===== src/rtl/wts_mixer_pkg.sv =====
`default_nettype none
// ============================================================================
// Module  : wts_mixer_pkg
// Brief   : Shared constants, widths and slot-kind type for the 5-channel mixer
// Revision: 1.0 - initial release
// ============================================================================
package wts_mixer_pkg;

  localparam int NUM_CH    = 5;
  localparam int SLOT_END  = 5;
  localparam int ENV_MAX   = 64;
  localparam int ENV_SHIFT = 6;

  localparam int SLOT_W = 3;
  localparam int WAVE_W = 8;
  localparam int ENV_W  = 7;
  localparam int VOL_W  = 4;
  localparam int P1_W   = 14;
  localparam int P2_W   = 18;
  localparam int S2_W   = P2_W - ENV_SHIFT;
  localparam int ACC_W  = 15;

  typedef enum logic [1:0] {
    NOP     = 2'd0,
    CHANNEL = 2'd1,
    END     = 2'd2
  } slot_kind_t;

  function automatic slot_kind_t decode_slot(input logic [SLOT_W-1:0] slot);
    if (int'(slot) < NUM_CH)
      return CHANNEL;
    else if (int'(slot) == SLOT_END)
      return END;
    else
      return NOP;
  endfunction

endpackage
`default_nettype wire


===== src/rtl/wts_channel_scaler.sv =====
`default_nettype none
// ============================================================================
// Module  : wts_channel_scaler
// Brief   : Two-stage wave x envelope x volume scaler with slot-kind pipeline
// Revision: 1.0 - initial release
// ============================================================================
module wts_channel_scaler
  import wts_mixer_pkg::*;
(
  input  logic                    clk,
  input  logic                    rst,
  input  logic [SLOT_W-1:0]       i_active,
  input  logic [ENV_W-1:0]        i_envelope,
  input  logic [WAVE_W-1:0]       i_wave,
  input  logic [VOL_W-1:0]        i_volume,
  output slot_kind_t              o_kind,
  output logic signed [S2_W-1:0]  o_s2
);

  logic signed [P1_W-1:0] w_p1;
  logic signed [P2_W-1:0] w_p2;
  slot_kind_t             w_kind;

  logic signed [P1_W-1:0] r_p1;
  logic [VOL_W-1:0]       r_vol;
  slot_kind_t             r_kind1;
  logic signed [S2_W-1:0] r_s2;
  slot_kind_t             r_kind2;

  assign w_kind = decode_slot(i_active);

  // Envelope is unsigned: zero-extend it before the signed multiply.
  assign w_p1 = $signed({{(P1_W-WAVE_W){i_wave[WAVE_W-1]}}, i_wave})
              * $signed({{(P1_W-ENV_W){1'b0}}, i_envelope});

  assign w_p2 = $signed({{(P2_W-P1_W){r_p1[P1_W-1]}}, r_p1})
              * $signed({{(P2_W-VOL_W){1'b0}}, r_vol});

  // Dropping the low bits of a two's-complement value is a floor division.
  logic w_unused_lsb;
  assign w_unused_lsb = ^w_p2[ENV_SHIFT-1:0];

  always_ff @(posedge clk) begin
    if (rst) begin
      r_p1    <= '0;
      r_vol   <= '0;
      r_kind1 <= NOP;
      r_s2    <= '0;
      r_kind2 <= NOP;
    end else begin
      r_kind1 <= w_kind;
      if (w_kind == CHANNEL) begin
        r_p1  <= w_p1;
        r_vol <= i_volume;
      end
      r_kind2 <= r_kind1;
      r_s2    <= w_p2[P2_W-1:ENV_SHIFT];
    end
  end

  assign o_kind = r_kind2;
  assign o_s2   = r_s2;

endmodule
`default_nettype wire


===== src/rtl/wts_channel_mixer_5ch.sv =====
`default_nettype none
// ============================================================================
// Module  : wts_channel_mixer_5ch
// Brief   : Scales and accumulates five time-multiplexed channels into one
//           saturated signed mix sample per slot round
// Revision: 1.0 - initial release
// ============================================================================
module wts_channel_mixer_5ch
  import wts_mixer_pkg::*;
#(
  parameter int OUT_WIDTH = 12
) (
  input  logic                 clk,
  input  logic                 reset,
  input  logic [SLOT_W-1:0]    active,
  input  logic [ENV_W-1:0]     envelope,
  input  logic [WAVE_W-1:0]    wave,
  input  logic [VOL_W-1:0]     reg_volume_a,
  input  logic [VOL_W-1:0]     reg_volume_b,
  input  logic [VOL_W-1:0]     reg_volume_c,
  input  logic [VOL_W-1:0]     reg_volume_d,
  input  logic [VOL_W-1:0]     reg_volume_e,
  input  logic                 reg_enable_a,
  input  logic                 reg_enable_b,
  input  logic                 reg_enable_c,
  input  logic                 reg_enable_d,
  input  logic                 reg_enable_e,
  output logic [OUT_WIDTH-1:0] mix_out,
  output logic                 mix_valid
);

  localparam int c_sat_max = (2 ** (OUT_WIDTH - 1)) - 1;
  localparam int c_sat_min = -(2 ** (OUT_WIDTH - 1));

  logic [VOL_W-1:0]        w_vol;
  slot_kind_t              w_kind;
  logic signed [S2_W-1:0]  w_s2;
  logic signed [ACC_W-1:0] w_s2_ext;
  logic [OUT_WIDTH-1:0]    w_sat;

  logic signed [ACC_W-1:0] r_acc;
  logic [OUT_WIDTH-1:0]    r_mix_out;
  logic                    r_mix_valid;

  // A disabled channel still occupies its slot but contributes zero.
  always_comb begin
    w_vol = '0;
    case (active)
      3'd0: w_vol = reg_enable_a ? reg_volume_a : '0;
      3'd1: w_vol = reg_enable_b ? reg_volume_b : '0;
      3'd2: w_vol = reg_enable_c ? reg_volume_c : '0;
      3'd3: w_vol = reg_enable_d ? reg_volume_d : '0;
      3'd4: w_vol = reg_enable_e ? reg_volume_e : '0;
      default: w_vol = '0;
    endcase
  end

  wts_channel_scaler u_scaler (
    .clk        (clk),
    .rst        (reset),
    .i_active   (active),
    .i_envelope (envelope),
    .i_wave     (wave),
    .i_volume   (w_vol),
    .o_kind     (w_kind),
    .o_s2       (w_s2)
  );

  assign w_s2_ext = {{(ACC_W-S2_W){w_s2[S2_W-1]}}, w_s2};

  always_comb begin
    w_sat = r_acc[OUT_WIDTH-1:0];
    if (r_acc > c_sat_max)
      w_sat = OUT_WIDTH'(c_sat_max);
    else if (r_acc < c_sat_min)
      w_sat = OUT_WIDTH'(c_sat_min);
  end

  always_ff @(posedge clk) begin
    if (reset) begin
      r_acc       <= '0;
      r_mix_out   <= '0;
      r_mix_valid <= 1'b0;
    end else begin
      r_mix_valid <= 1'b0;
      case (w_kind)
        CHANNEL: r_acc <= r_acc + w_s2_ext;
        END: begin
          r_mix_out   <= w_sat;
          r_mix_valid <= 1'b1;
          r_acc       <= '0;
        end
        default: ;
      endcase
    end
  end

  assign mix_out   = r_mix_out;
  assign mix_valid = r_mix_valid;

endmodule
`default_nettype wire


===== config.mk =====
export PLATFORM = sky130hd
export DESIGN_NAME = wts_channel_mixer_5ch
export DESIGN_NICKNAME = d
export VERILOG_FILES = /design/src/rtl/wts_mixer_pkg.sv /design/src/rtl/wts_channel_scaler.sv /design/src/rtl/wts_channel_mixer_5ch.sv
export SDC_FILE = /design/constraint.sdc
export NUM_CORES = 1
export LEC_CHECK = 0
export CORE_AREA = 2 2 125 127
export DETAILED_ROUTE_END_ITERATION = 7
export DIE_AREA = 0 0 127 129
export SKIP_CTS_REPAIR_TIMING = 1
export SYNTH_ARGS = -nofsm -noshare
export SYNTH_HDL_FRONTEND = slang
export SYNTH_SLANG_ARGS = --single-unit

===== constraint.sdc =====
create_clock -name clk -period 10.86 [get_ports clk]
set_clock_uncertainty 0.2 [all_clocks]
set_input_delay 1.086 -clock clk [delete_from_list [all_inputs] [get_ports clk]]
set_output_delay 1.086 -clock clk [all_outputs]
set_load 0.02 [all_outputs]

# Yosys cells after proc, flatten, opt, wreduce, memory -nomap -nowiden
# Cells that the tools add are included.
word_totals:
  output_inout_bits: 13
  rom_bits: 0
  elab_cells: 36
  input_bits: 45
  register_bits: 62
  latchBits: 0
  ramBits: 0
  mem_count: 0
classes:
  order_cmp: 3
  n_mux: 12
  n_addsub: 1
  shift: 0
  bitwise_logic: 0
  div_mod_pow: 0
  reduce_logical: 2
  n_mul: 2
  n_eq_ne: 8
op_table:
  columns: ["operator", "count"]
  rows:
  - ["15-bit one-hot mux with 2 select lines", 1]
  - ["12-bit two-way mux", 2]
  - ["4-bit two-way mux", 5]
  - ["4-bit one-hot mux with 5 select lines", 1]
  - ["14-bit by 5-bit multiplier with 18-bit output", 1]
  - ["15-bit by 12-bit adder with 15-bit output", 1]
  - ["15-bit by 12-bit greater-than comparator with 1-bit output (second input constant)", 1]
  - ["15-bit by 12-bit less-than comparator with 1-bit output (second input constant)", 1]
  - ["8-bit by 8-bit multiplier with 14-bit output", 1]
  - ["3-bit by 2-bit == test with 1-bit output (second input constant)", 2]
  - ["3-bit == test (second input constant)", 2]
  - ["2-bit by 1-bit == test with 1-bit output (second input constant)", 2]
  - ["2-bit two-way mux", 2]
  - ["3-bit by 1-bit == test with 1-bit output (second input constant)", 1]
  - ["3-bit zero test", 1]
  - ["3-bit less-than comparator (second input constant)", 1]
  - ["2-bit == test (second input constant)", 1]
  - ["2-bit nonzero test", 1]
  - ["1-bit two-way mux", 1]

# Depth between registers and ports, before layout
# Gate-level depths: netlist (run 1).
logic_depth:
  word_depth: 4
  mapped_depth: 17

# Cells and area by module
# A second synthesis (run 1) with hierarchy kept.
unflattened:
  hier_cells: 794
  area_unflattened_um2: 6727.7
modules_own_cells:
  columns: ["module", "area_per_inst_um2", "seq_area_each_um2", "cells_per_inst", "n_inst"]
  rows:
  - ["wts_channel_scaler", 4929.7, 680.7, 569, 1]
  - ["wts_channel_mixer_5ch", 1798.0, 560.5, 225, 1]

# Least setup slack after synthesis (run 1)
# No wires, ideal clock.
synth_timing:
  path_type: "input port to flip-flop"
  startpoint: "input port wave[3]"
  endpoint: "register u_scaler.r_p1[13]"
  cell_stages: 17
  path_buffers: 0
  setup_slack_ns: 5.848
  required_time_ns: 10.574
  arrival_ns: 4.727
  cell_sequence: "and2_1 > fa_1 > inv_1 > fa_1 > inv_1 > fa_1 > inv_1 > fa_1 > inv_1 > ha_1 > o21a_1 > o31ai_1 > a21oi_1 > o2111ai_1 > nand3_1 > xnor2_1 > a211oi_1"
synth_between:
  elab_chain_cells: 1
synth_rtl:
  columns: ["element", "line", "source"]
  rows:
  - ["start, declared", "wts_channel_mixer_5ch.sv:17", "input logic [WAVE_W-1:0] wave,"]
  - ["8-bit by 8-bit multiplier with 14-bit output", "wts_channel_scaler.sv:34", "* $signed({{(P1_W-ENV_W){1'b0}}, i_envelope});"]
  - ["end signal, assigned", "wts_channel_scaler.sv:53", "r_p1 <= w_p1;"]
  - ["end, declared", "wts_channel_scaler.sv:24", "logic signed [P1_W-1:0] r_p1;"]
# Every way passes these cells.
# A chain may end at the register's enable or synchronous reset.

# Worst setup path in the final report (run 1)
layout_timing:
  startpoint: "input port envelope[3]"
  endpoint: "register u_scaler.r_p1[12]"
layout_between:
  elab_chain_cells: 1
layout_rtl:
  columns: ["element", "line", "source"]
  rows:
  - ["start, declared", "wts_channel_mixer_5ch.sv:16", "input logic [ENV_W-1:0] envelope,"]
  - ["8-bit by 8-bit multiplier with 14-bit output", "wts_channel_scaler.sv:34", null]
# Every way passes these cells.

==> flow_metrics.tcl, run 1 <==
set metrics [dict create \
    status "finished, final reports clean" \
    dp_hpwl_um 12100 \
    critPathSlowestCell "fa_1" \
    final_area_um2 7740 \
    rows 45 \
    yosysWarnings 0 \
    fmax_mhz 182 \
    max-clock-path-buffers 2 \
    vias_per_cell 5.11 \
    clk_pin_slew_ns 0.06 \
    avgRoutedWirePerCell_um 14.1 \
    cts_sinks 62 \
    start_util 0.445 \
    dpl-instance-area_um2 7410 \
    drt_iter0_drc 170 \
    yosysMostFrequentCell "inv_1" \
    arrival_ns 5.49 \
    p_comb_frac 0.414 \
    finalWirelength_um 14400 \
    worstPathMaxFanout 8 \
    nets 1012 \
    clkPwrFrac 0.315 \
    power_leakage_nw 3.73 \
    internal-power_uw 645 \
    layout-drive-gt1-share 0.0265 \
    drt_first_pass_iters 4 \
    num_vias 5198 \
    avgSynthCellArea_um2 8.63 \
    cp-start-kind "primary input" \
    synth_top_cell_area_share 0.207 \
    hold_path.class "flip-flop to flip-flop" \
    p_sw_frac 0.356 \
    period_minus_slack_ns 5.50 \
    core_area_um2 15000 \
    async_flop_share 0 \
    ys_seq_area_frac 0.186 \
    peakVddDrop_uv 78.3 \
    grt_max_degree 59 \
    fp.dieH_um 129 \
    cts_root_buf "clkbuf_16" \
    cts_tree "done" \
    cts_made_buffers 9 \
    port_buffers 57 \
    critical_path_class "primary input to flip-flop" \
    syn-cell-area_um2 6670 \
    relSlewSlack 0.282 \
    synth_flop_cell "dfxtp_1" \
    slew_viol_final 0 \
    finalSetupTns_ns 0 \
    area_delta_synth_final_pct 16.1 \
    drcViolationCount 0 \
    die_x_um 127 \
    timing.critical_path.to_type "flip-flop" \
    pre_cts_ws_ns 5.02 \
    cp_top_family "adder cells" \
    hold_violations 0 \
    grt_overflow 0 \
    crit_required_ns 10.85 \
    power.density_nw_per_um2 129 \
    ys_top_cells_by_area "fa_1, dfxtp_1, ha_1, and2_1, inv_1" \
    ant_nets 0 \
    p_sw_uw 357 \
    p_seq_frac 0.271 \
    ys_types 51 \
    htreeDepth 3 \
    setup_viol 0 \
    synthesis.nets 961 \
    timing.final.crit_share 0.506 \
    slowest_delay_ns 0.59 \
    antenna_found_initial 0 \
    track_usage 0.186 \
    n_antenna_cell 0 \
    grt_pass1_vias 5292 \
    fin_ws_ns 5.36 \
    cap_violations 0 \
    synthesis.instances 773 \
    synth_edf_count 0 \
    die_area_um2 16400 \
    rsz0062_at_grt "no" \
    fill_cells 1410 \
    worst-path-buf-inv 5 \
    yosys.area.top_type "fa_1" \
    grt_pass1_wl_um 24700 \
    clk_latency_ns 0.34 \
    gp_congestion 0.853 \
    ys_seq_elements 62 \
    path_cells "clkdlybuf4s50_1 -> and2_1 -> fa_1 -> inv_1 -> fa_1 -> inv_1 -> fa_1 -> inv_1 -> fa_1 -> inv_1 -> ha_1 -> and3_1 -> a21oi_1 -> o311ai_0 -> xor2_1 -> nand2_1 -> a21oi_1" \
    ys_top_cells_by_count "inv_1, and2_1, ha_1" \
    worstMarginPinSlew_ns 1.07 \
    ios 58 \
]
[per-layer routing]
metal | vias to the layer above | GRT usage | wire length (µm)
li1 | 2618 | - | -
met1 | 2491 | 0.227 | 6390
met2 | 69 | 0.338 | 7230
met3 | 20 | 0.0195 | 405
met4 | 0 | 0.0718 | 330
met5 | - | 0 | 0
[kinds of logic (layout without fill, tap and decap cells)]
group | Yosys count | count (layout) | share of synthesized area
multiplexers | 2 | 2 | 0.00300
AO/OA/AOI/OAI | 143 | 143 | 0.144
flip-flops | 62 | 62 | 0.186
AND/OR/NAND/NOR | 229 | 229 | 0.181
adder cells (fa/ha/maj) | 143 | 143 | 0.346
buffers and inverters | 152 | 208 | 0.0855
XOR/XNOR | 42 | 42 | 0.0552
[sequential cells by signal, summed over array words and instances (netlist names)]
register          flops
mix_out              12
mix_valid             1
r_acc                15
u_scaler.o_kind       2
u_scaler.o_s2        12
u_scaler.r_kind1      2
u_scaler.r_p1        14
u_scaler.r_vol        4
[placed cells by master (no fill, tap or decap), drive strengths merged, types with 3 or more instances in the layout]
cell type / count
a211oi: 3
a21o: 11
a21oi: 43
a22o: 5
a22oi: 19
a31oi: 10
and2: 84
buf: 3
clkbuf: 9
clkdlybuf4s50: 56
dfxtp: 62
fa: 69
ha: 74
inv: 136
nand2: 55
nand2b: 13
nand3: 6
nand4: 3
nor2: 39
nor2b: 5
nor3: 9
nor4bb: 3
o211ai: 3
o21a: 5
o21ai: 23
o21bai: 3
o31ai: 5
xnor2: 27
xor2: 15
[final cells by class]
cell class                 count  area (µm²)  share of cell area
sequential                    62        1240               0.160
timing repair buffer          59         581              0.0750
inverter                     133         499              0.0645
clock buffer                   9         225              0.0291
multi-input combinational    559        4860               0.628
tap                          188         235              0.0304
clock inverter                 7         103              0.0133
[power groups by stage]
stage,combinational [mW],clock [mW],sequential (mW)
after floorplan,0.336,0,0.268
after global placement,0.408,0,0.277
after detailed placement,0.418,0,0.277
after CTS,0.421,0.322,0.273
after global routing,0.484,0.333,0.276
final,0.415,0.315,0.272
[worst reg2reg max path, stage by stage, from the launching register on]
cell and delay, ns:
dfxtp_1 0.62, and2_1 0.21, ha_1 0.25, fa_1 0.54
inv_1 0.05, fa_1 0.52, inv_1 0.04, ha_1 0.32
o211ai_1 0.10, nand2_1 0.11, nand4_1 0.17, o31ai_1 0.52
a31oi_1 0.18, xnor2_1 0.17, nor2_1 0.05
[metrics by stage]
| step | power [mW] | cells | hold WS (ns) | util |
|---|---|---|---|---|
| 2_1_floorplan | 0.603 | 773 | 0.214 | - |
| 3_3_place_gp | 0.685 | 1001 | 0.223 | 0.495 |
| 3_5_place_dp | 0.695 | 1001 | 0.227 | 0.495 |
| 4_1_cts | 1.01 | 1017 | 0.237 | 0.517 |
| 5_1_grt | 1.09 | 1017 | 0.241 | 0.517 |
| 6_report | 1.00 | 1017 | 0.234 | 0.517 |
[worst paths after layout]
kind,to,start,slack (ns),depth (start not counted)
worst max-delay path,u_scaler.r_p1[12],envelope[3],5.36,17
worst min-delay path,u_scaler.o_kind[0],u_scaler.r_kind1[0],0.23,1
worst max register to register,u_scaler.o_s2[11],u_scaler.r_vol[2],6.66,14
worst min register to register,u_scaler.o_kind[0],u_scaler.r_kind1[0],0.23,1
(Power assumes the default switching activity.)
==> inputs of run 2 (changes only) <==
==> constraint.sdc (replaced) <==
create_clock -name clk -period 5.1 [get_ports clk]
set_clock_uncertainty 0.2 [all_clocks]
set_input_delay 0.51 -clock clk [delete_from_list [all_inputs] [get_ports clk]]
set_output_delay 0.51 -clock clk [all_outputs]
set_load 0.02 [all_outputs]
==> run 2 against run 1 <==
Effect of this change:
- clock-buffer cell count unchanged
- final area rose by 1.5%
- hold slack better by 0.0032 ns
- register-to-register slack worse by 5.8 ns
- sequential power is 110% higher
- sequential cell count unchanged
- via count rose by 1.1%
- die area did not move
- wire length increased by 2.9%
- highest routed layer unchanged
==> flow_metrics.tcl, run 2 (synthesized netlist as in run 1, its figures left out) <==
set metrics [dict create \
    vias_per_cell 5.08 \
    start_util 0.445 \
    hold_path.class "flip-flop to flip-flop" \
    final_common_cell "inv_1" \
    register_area_um2 1240 \
    largest_reg_flops 15 \
    finalWirelength_um 14800 \
    num_vias 5257 \
    avgRoutedWirePerCell_um 14.3 \
    track_usage 0.188 \
    grt_pass1_wl_um 25000 \
    max-clock-path-buffers 2 \
    power_leakage_nw 3.81 \
    critical_path_class "primary input to flip-flop" \
    cts_sinks 62 \
    reg2reg_depth 14 \
    die_x_um 127 \
    rsz0062_at_grt "no" \
    timing.final.crit_share 0.948 \
    drt_iter0_drc 200 \
    area_delta_synth_final_pct 17.8 \
    fp.dieH_um 129 \
    ios 58 \
    n_antenna_cell 0 \
    dpl-instance-area_um2 7550 \
    layout_common_cells "inv_1, and2_1, ha_1, fa_1, dfxtp_1" \
    multiInputGateArea_um2 4860 \
    grt_overflow 0 \
    die_area_um2 16400 \
    gp_congestion 0.875 \
    finalNonFillerCells 1035 \
    nets 1030 \
    core_area_um2 15000 \
    cp-start-kind "primary input" \
    slew_viol_final 0 \
    period_minus_slack_ns 4.83 \
    dp_hpwl_um 12300 \
    clk_pin_slew_ns 0.06 \
    antenna_found_initial 0 \
    hold_violations 0 \
    cts_root_buf "clkbuf_16" \
    pre_cts_ws_ns -0.165 \
    cap_violations 0 \
    crit_required_ns 5.14 \
    arrival_ns 4.88 \
    layout-drive-gt1-share 0.0484 \
    ant_nets 0 \
    holdWs_ns 0.237 \
    drt_first_pass_iters 6 \
    port_buffers 57 \
    regMostFlops "r_acc" \
    clk_latency_ns 0.34 \
    fin_ws_ns 0.267 \
    cts_tree "done" \
    dp_cells 1019 \
    timing.critical_path.to_type "flip-flop" \
    grt_pass1_vias 5443 \
    top_regs "r_acc x15, u_scaler.r_p1 x14" \
    relSlewSlack 0.306 \
    fmax_mhz 207 \
    power.density_nw_per_um2 272 \
    startpoint "envelope[4]" \
    peakVddDrop_uv 160 \
    r2r-end "u_scaler.o_s2[11]" \
    worstMarginPinSlew_ns 1.03 \
    setup_viol 0 \
    htreeDepth 3 \
    drcViolationCount 0 \
    grt_max_degree 59 \
    cts_made_buffers 9 \
    r2r_start "u_scaler.r_vol[2]" \
    fill_cells 1419 \
    rows 45 \
    worstSetupEndpoint "u_scaler.r_p1[13]" \
    status "finished, final reports clean" \
    power_mw 2.13 \
    reg2reg_setup_slack_ns 0.87 \
    worstPathMaxFanout 8 \
    final_area_um2 7860 \
]
==> run 2: layout make-up <==
type	count	share of cell area
timing repair buffer	77	0.0911
multi-input combinational	559	0.619
clock buffer	9	0.0287
clock inverter	7	0.0100
inverter	133	0.0635
tap	188	0.0299
sequential	62	0.158
==> run 2: layer usage <==
| metal | wire [µm] | track usage |
|---|---|---|
| met4 | 403 | 0.0769 |
| met3 | 391 | 0.0295 |
| met2 | 7520 | 0.342 |
| met1 | 6450 | 0.223 |
| met5 | 0 | 0 |
==> run 2: how the worst min path moves through the flow <==
stage	depth (start not counted)	end	start
after CTS	1	u_scaler.o_kind[0]	u_scaler.r_kind1[0]
final	1	u_scaler.o_kind[0]	u_scaler.r_kind1[0]
after global routing	1	u_scaler.o_kind[1]	u_scaler.r_kind1[1]
after floorplan	1	u_scaler.o_kind[0]	u_scaler.r_kind1[0]
after detailed placement	1	u_scaler.o_kind[1]	u_scaler.r_kind1[1]
after global placement	1	u_scaler.o_kind[1]	u_scaler.r_kind1[1]
==> run 2: worst max-delay path: stages <==
cell	delay [ns]
clkdlybuf4s50_1	0.53
and2_1	0.22
fa_1	0.53
inv_1	0.05
fa_1	0.47
inv_1	0.05
fa_1	0.53
inv_1	0.05
fa_1	0.52
inv_1	0.04
ha_1	0.33
o21a_1	0.12
o31ai_1	0.11
a21oi_2	0.14
o2111ai_1	0.20
nand3_1	0.11
xnor2_1	0.13
a211oi_1	0.23
==> run 2: through the flow <==
stage,TNS (ns),util
6_report,0,0.525
5_1_grt,0,0.525
4_1_cts,0,0.524
3_5_place_dp,-0.388,0.504
3_3_place_gp,-0.0299,0.504
2_1_floorplan,0,-
==> run 2: where the power goes <==
part	switching (mW)	internal, mW
Clock	0.244	0.384
Combinational	0.488	0.439
Sequential	0.0481	0.531
==> inputs of run 3 (changes only) <==
--- a/config.mk
+++ b/config.mk
@@ -8,6 +8,7 @@
 export CORE_AREA = 2 2 125 127
 export DETAILED_ROUTE_END_ITERATION = 7
 export DIE_AREA = 0 0 127 129
+export HOLD_SLACK_MARGIN = 0.15
 export SKIP_CTS_REPAIR_TIMING = 1
 export SYNTH_ARGS = -nofsm -noshare
 export SYNTH_HDL_FRONTEND = slang
==> results of run 3 <==
No change in the layout: final DEF, timing and power equal those of run 2.
